===== config.mk =====
export PLATFORM = sky130hd
export DESIGN_NAME = acq_window_sequencer
export DESIGN_NICKNAME = d
export VERILOG_FILES = /design/src/rtl/acq_window_sequencer.sv
export SDC_FILE = /design/constraint.sdc
export NUM_CORES = 1
export LEC_CHECK = 0
export BUFFER_PORTS_ARGS = -buffer_cell sky130_fd_sc_hd__buf_2
export CAP_MARGIN = 0
export CORE_UTILIZATION = 30
export CTS_CLUSTER_SIZE = 25
export DETAILED_ROUTE_END_ITERATION = 12
export SETUP_SLACK_MARGIN = 0.15
export SLEW_MARGIN = 25
export SYNTH_ARGS = -nofsm -noshare
export SYNTH_HDL_FRONTEND = slang
export SYNTH_SLANG_ARGS = --single-unit

===== constraint.sdc =====
create_clock -name clk -period 3.2 [get_ports clk]
set_input_delay 0.48 -clock clk [delete_from_list [all_inputs] [get_ports clk]]
set_output_delay 0.48 -clock clk [all_outputs]
set_load 0.1 [all_outputs]

===== src/rtl/acq_window_sequencer.sv =====
// Single-pixel-imaging acquisition sequencer: trigger -> settle -> gated photon counting -> result record.
// One record per projector pattern, handed to readout over a valid/ready handshake.
module acq_window_sequencer #(
    parameter int CNT_W  = 32,
    parameter int TIME_W = 24,
    parameter int IDX_W  = 16
) (
    input  logic              clk,
    input  logic              rst_n,
    input  logic              start,
    input  logic              abort,
    input  logic [TIME_W-1:0] settle_len,
    input  logic [TIME_W-1:0] gate_len,
    input  logic [IDX_W-1:0]  num_patterns,
    input  logic              pattern_trig,
    input  logic              pulse_a,
    input  logic              pulse_b,
    output logic              busy,
    output logic              gate,
    output logic              res_valid,
    input  logic              res_ready,
    output logic [IDX_W-1:0]  res_idx,
    output logic [CNT_W-1:0]  res_cnt_a,
    output logic [CNT_W-1:0]  res_cnt_b,
    output logic [CNT_W-1:0]  res_cnt_ab,
    output logic [1:0]        res_flags,
    output logic              done
);
    localparam logic [2:0] ST_IDLE      = 3'd0;
    localparam logic [2:0] ST_ARMED     = 3'd1;
    localparam logic [2:0] ST_SETTLE    = 3'd2;
    localparam logic [2:0] ST_INTEGRATE = 3'd3;
    localparam logic [2:0] ST_REPORT    = 3'd4;
    localparam logic [CNT_W-1:0] CNT_MAX = '1;

    logic [2:0]        state_reg;
    logic [TIME_W-1:0] settle_cfg_reg, gate_cfg_reg, timer_reg;
    logic [IDX_W-1:0]  npat_cfg_reg, idx_reg, idx_inc;
    logic              trig_d_reg, pulse_a_d_reg, pulse_b_d_reg;
    logic [CNT_W-1:0]  cnt_a_reg, cnt_b_reg, cnt_ab_reg;
    logic              sat_reg, miss_pend_reg, miss_rep_reg;
    logic              gate_reg, valid_reg, done_reg;
    logic              trig_edge, edge_a, edge_b, edge_ab, sat_hit;
    logic              go_integrate, last_pattern;

    function automatic logic [CNT_W-1:0] sat_add(input logic [CNT_W-1:0] c, input logic ev);
        return (ev && c != CNT_MAX) ? c + CNT_W'(1) : c;
    endfunction

    assign trig_edge = pattern_trig & ~trig_d_reg;
    assign edge_a    = pulse_a & ~pulse_a_d_reg;
    assign edge_b    = pulse_b & ~pulse_b_d_reg;
    assign edge_ab   = edge_a & edge_b;
    assign sat_hit   = (edge_a && cnt_a_reg == CNT_MAX) || (edge_b && cnt_b_reg == CNT_MAX)
                    || (edge_ab && cnt_ab_reg == CNT_MAX);
    assign idx_inc   = idx_reg + IDX_W'(1);
    assign last_pattern = (npat_cfg_reg != '0) && (idx_inc == npat_cfg_reg);
    // Zero settle skips SETTLE entirely so the gate opens the cycle after the trigger.
    assign go_integrate = !abort &&
        (((state_reg == ST_ARMED) && trig_edge && settle_cfg_reg == '0) ||
         ((state_reg == ST_SETTLE) && timer_reg == TIME_W'(1)));

    always_ff @(posedge clk or negedge rst_n) begin
        if (!rst_n) begin
            state_reg      <= ST_IDLE;
            settle_cfg_reg <= '0;
            gate_cfg_reg   <= '0;
            timer_reg      <= '0;
            npat_cfg_reg   <= '0;
            idx_reg        <= '0;
            trig_d_reg     <= 1'b0;
            pulse_a_d_reg  <= 1'b0;
            pulse_b_d_reg  <= 1'b0;
            cnt_a_reg      <= '0;
            cnt_b_reg      <= '0;
            cnt_ab_reg     <= '0;
            sat_reg        <= 1'b0;
            miss_pend_reg  <= 1'b0;
            miss_rep_reg   <= 1'b0;
            gate_reg       <= 1'b0;
            valid_reg      <= 1'b0;
            done_reg       <= 1'b0;
        end else begin
            trig_d_reg    <= pattern_trig;
            pulse_a_d_reg <= pulse_a;
            pulse_b_d_reg <= pulse_b;
            done_reg      <= 1'b0;
            if (gate_reg) begin
                cnt_a_reg  <= sat_add(cnt_a_reg, edge_a);
                cnt_b_reg  <= sat_add(cnt_b_reg, edge_b);
                cnt_ab_reg <= sat_add(cnt_ab_reg, edge_ab);
                if (sat_hit)
                    sat_reg <= 1'b1;
            end
            if (abort) begin
                state_reg <= ST_IDLE;
                gate_reg  <= 1'b0;
                valid_reg <= 1'b0;
            end else begin
                case (state_reg)
                    ST_IDLE: if (start) begin
                        settle_cfg_reg <= settle_len;
                        gate_cfg_reg   <= (gate_len == '0) ? TIME_W'(1) : gate_len;
                        npat_cfg_reg   <= num_patterns;
                        idx_reg        <= '0;
                        sat_reg        <= 1'b0;
                        miss_pend_reg  <= 1'b0;
                        miss_rep_reg   <= 1'b0;
                        state_reg      <= ST_ARMED;
                    end
                    ST_ARMED: if (trig_edge && settle_cfg_reg != '0) begin
                        timer_reg <= settle_cfg_reg;
                        state_reg <= ST_SETTLE;
                    end
                    ST_SETTLE: begin
                        miss_pend_reg <= miss_pend_reg | trig_edge;
                        timer_reg     <= timer_reg - TIME_W'(1);
                    end
                    ST_INTEGRATE: begin
                        // Misses up to the last gate cycle belong to this record; later ones to the next.
                        if (timer_reg == TIME_W'(1)) begin
                            state_reg     <= ST_REPORT;
                            gate_reg      <= 1'b0;
                            valid_reg     <= 1'b1;
                            miss_rep_reg  <= miss_pend_reg | trig_edge;
                            miss_pend_reg <= 1'b0;
                        end else begin
                            miss_pend_reg <= miss_pend_reg | trig_edge;
                            timer_reg     <= timer_reg - TIME_W'(1);
                        end
                    end
                    ST_REPORT: begin
                        miss_pend_reg <= miss_pend_reg | trig_edge;
                        if (res_ready) begin
                            valid_reg <= 1'b0;
                            idx_reg   <= idx_inc;
                            done_reg  <= last_pattern;
                            state_reg <= last_pattern ? ST_IDLE : ST_ARMED;
                        end
                    end
                    default: state_reg <= ST_IDLE;
                endcase
            end
            if (go_integrate) begin
                state_reg  <= ST_INTEGRATE;
                timer_reg  <= gate_cfg_reg;
                gate_reg   <= 1'b1;
                cnt_a_reg  <= '0;
                cnt_b_reg  <= '0;
                cnt_ab_reg <= '0;
                sat_reg    <= 1'b0;
            end
        end
    end

    assign busy       = (state_reg != ST_IDLE);
    assign gate       = gate_reg;
    assign res_valid  = valid_reg;
    assign res_idx    = idx_reg;
    assign res_cnt_a  = cnt_a_reg;
    assign res_cnt_b  = cnt_b_reg;
    assign res_cnt_ab = cnt_ab_reg;
    assign res_flags  = {miss_rep_reg, sat_reg};
    assign done       = done_reg;
endmodule

==> impl_metrics.toml <==
[synthesis]
postSynthCellCount = 1204
syn_area_per_cell_um2 = 9.46
ys.flop_type = "dfrtp_1"
syn_nets = 1282
synth-edff-count = 0
yosysWarnings = 0
ys_types = 72
syn-cell-area_mm2 = 0.0114
async_flop_share_pct = 100
ys_ff_latch = 212
yosysSeqAreaShare_pct = 46.6

[timing]
finalSetupTns_ps = 0
fin_crit_ps = 2780
timing.hold.ws_ps = 73.5
fin_skew_ps = 12.4
hold_violations = 0
worst_slack_ps = 422
max_clock_freq_mhz = 360
setup_viol_count_final = 0
worst_slew_pin_slew_ps = 757
period_share_pct = 86.8
relSlewSlack_pct = 48.9
slew_violations = 0
rsz0062_at_grt = "false"

[critical_path]
r2r_cells = 8
rr_startpoint = "timer_reg[14]"
arrival_ps = 3180
critPathKind = "reg -> reg"
worstPathMaxFanout = 44
r2r_end = "res_cnt_b[25]"
startpoint_type = "register"
r2r_slack_ps = 420
critPathLaunch = "timer_reg[14]"
critPathCapture = "res_cnt_b[25]"
critPathRequiredTime_ps = 3600
crit_path_end_kind = "register"

[route]
wl_per_cell_um = 17.4
ant_nets = 0
drtIter0Drc = 507
vias_per_cell = 5.12
firstDrtPassIters = 5
via_count = 9733
route.detailed.drc = 0
wl_um = 33100

[die]
io_pins = 190
rows = 71
die_x_um = 197
dieHeight_um = 197
dieArea_mm2 = 0.0388
fp.coreArea_mm2 = 0.0375
initial_core_util_pct = 30.4

[finish]
drive_gt1_share_pct = 25.1
antenna_cells = 0
finish.utilization_pct = 36.8
final_area_mm2 = 0.0138
final_common_cell = "dfrtp_1"
nets = 1451
area_growth_pct = 21.0
final_cell_mix = "210 x dfrtp_1, 188 x buf_2, 179 x nor2_1"
nFillCells = 3868

[placement]
dp_slack_ps = 361
place_area_mm2 = 0.0129
gp_congestion = 0.855
place_hpwl_um = 23800
port_buffers = 189

[min_path]
hp-start = "pulse_b"
min_path_type = "in -> reg"

[power_and_ir_drop]
leakage_nw = 6.25
ir_drop_uv = 385
power_density_mw_per_mm2 = 526

[clock_network]
cts_tree = "built"
cts_buffers = 26
path_clk_slew_ps = 60
h-tree-depth = 1
cts.path.max_buffers = 3
clkSinkCount = 212
cts_root_buf = "clkbuf_16"
clkLatencyLatePin_ps = 540

[global_routing]
gr-total-overflow = 0
grt_usage_pct = 17.2
grt_antenna_before_repair = 0
grt_max_degree = 73
grt_pass1_vias = 9428
grt_pass1_wl_um = 54000

[status]
outcome = "finished clean"

[flow_run]
maxCapViolations = 0
==> final cells by class <==
| cell class | instances | area, um2 | share of cell area, % |
|---|---|---|---|
| repair buffers | 219 | 1220 | 8.85 |
| clock inverters | 8 | 68.8 | 0.499 |
| clock buffers | 36 | 749 | 5.44 |
| flip-flops and latches | 212 | 5310 | 38.5 |
| inverters | 16 | 60.1 | 0.436 |
| well taps | 511 | 639 | 4.64 |
| multi-input cells | 898 | 5740 | 41.6 |
==> through the flow <==
step / total power [mW] / cells
6_report: 7.24 / 1900
4_1_cts: 7.35 / 1900
3_3_place_gp: 4.39 / 1855
2_1_floorplan: 4.05 / 1204
5_1_grt: 7.61 / 1900
3_5_place_dp: 4.42 / 1855
==> power by group <==
group          internal [mW]  switching, mW
Combinational          0.470          0.534
Clock                   1.70           1.16
Sequential              3.01          0.370
==> layer usage <==
metal | track usage [%] | wire (um)
met3 | 2.60 | 1680
met1 | 25.0 | 15700
met5 | 0 | 0
met2 | 26.1 | 14900
met4 | 5.43 | 801
==> cell usage after synthesis, drive strengths merged, types with 3 or more instances <==
master / count / area, um2
a211oi: 6 / 55.1
a21o: 7 / 52.6
a21oi: 61 / 320
a22o: 5 / 43.8
a31oi: 13 / 81.3
and2: 14 / 87.6
and3: 28 / 175
and4: 15 / 131
buf: 33 / 178
clkbuf: 45 / 169
dfrtp: 212 / 5310
ha: 6 / 75.1
inv: 16 / 60.1
mux2: 63 / 709
mux2i: 7 / 70.1
nand2: 79 / 297
nand3: 52 / 260
nand4: 42 / 263
nor2: 180 / 676
nor2b: 5 / 31.3
nor3: 34 / 170
nor3b: 3 / 27.5
nor4: 33 / 243
o2111ai: 9 / 78.8
o211ai: 18 / 135
o21a: 3 / 22.5
o21ai: 37 / 185
o22ai: 13 / 81.3
o31ai: 8 / 60.1
or2: 4 / 25.0
or3: 7 / 48.8
or4: 5 / 41.3
xnor2: 33 / 289
xor2: 77 / 674
==> worst min path at each step <==
stage                          endpoint  slack, ps  cells after the start
final                     pulse_b_d_reg         70                      1
after global routing         trig_d_reg         50                      1
after CTS                 pulse_b_d_reg         40                      1
after detailed placement   timer_reg[4]        480                      1
after global placement    timer_reg[21]        470                      1
after floorplan                    done        180                      0
==> worst max-delay path: stages (launching register included) <==
cell	delay (ps)
dfrtp_1	420
nor4_1	470
nand2_1	180
nor4_1	530
a22o_2	300
buf_12	230
o211ai_1	190
o211ai_1	220
o31ai_1	100
==> cells by family after synthesis <==
family          share of synthesized area (%)
xor+xnor                                 8.46
fa+ha+maj                               0.659
flops                                    46.6
simple gates                             22.5
compound gates                           11.4
buf+inv                                  3.57
mux                                      6.84
==> repair_timing <==
action,4_1_cts,5_1_grt
endpoints found under the hold margin,66,0
resized for setup,0,1
endpoints found under the setup margin,0,2
buffers inserted,0,0
hold buffers,1,0
Note: power is estimated with default switching activity, not from simulation.
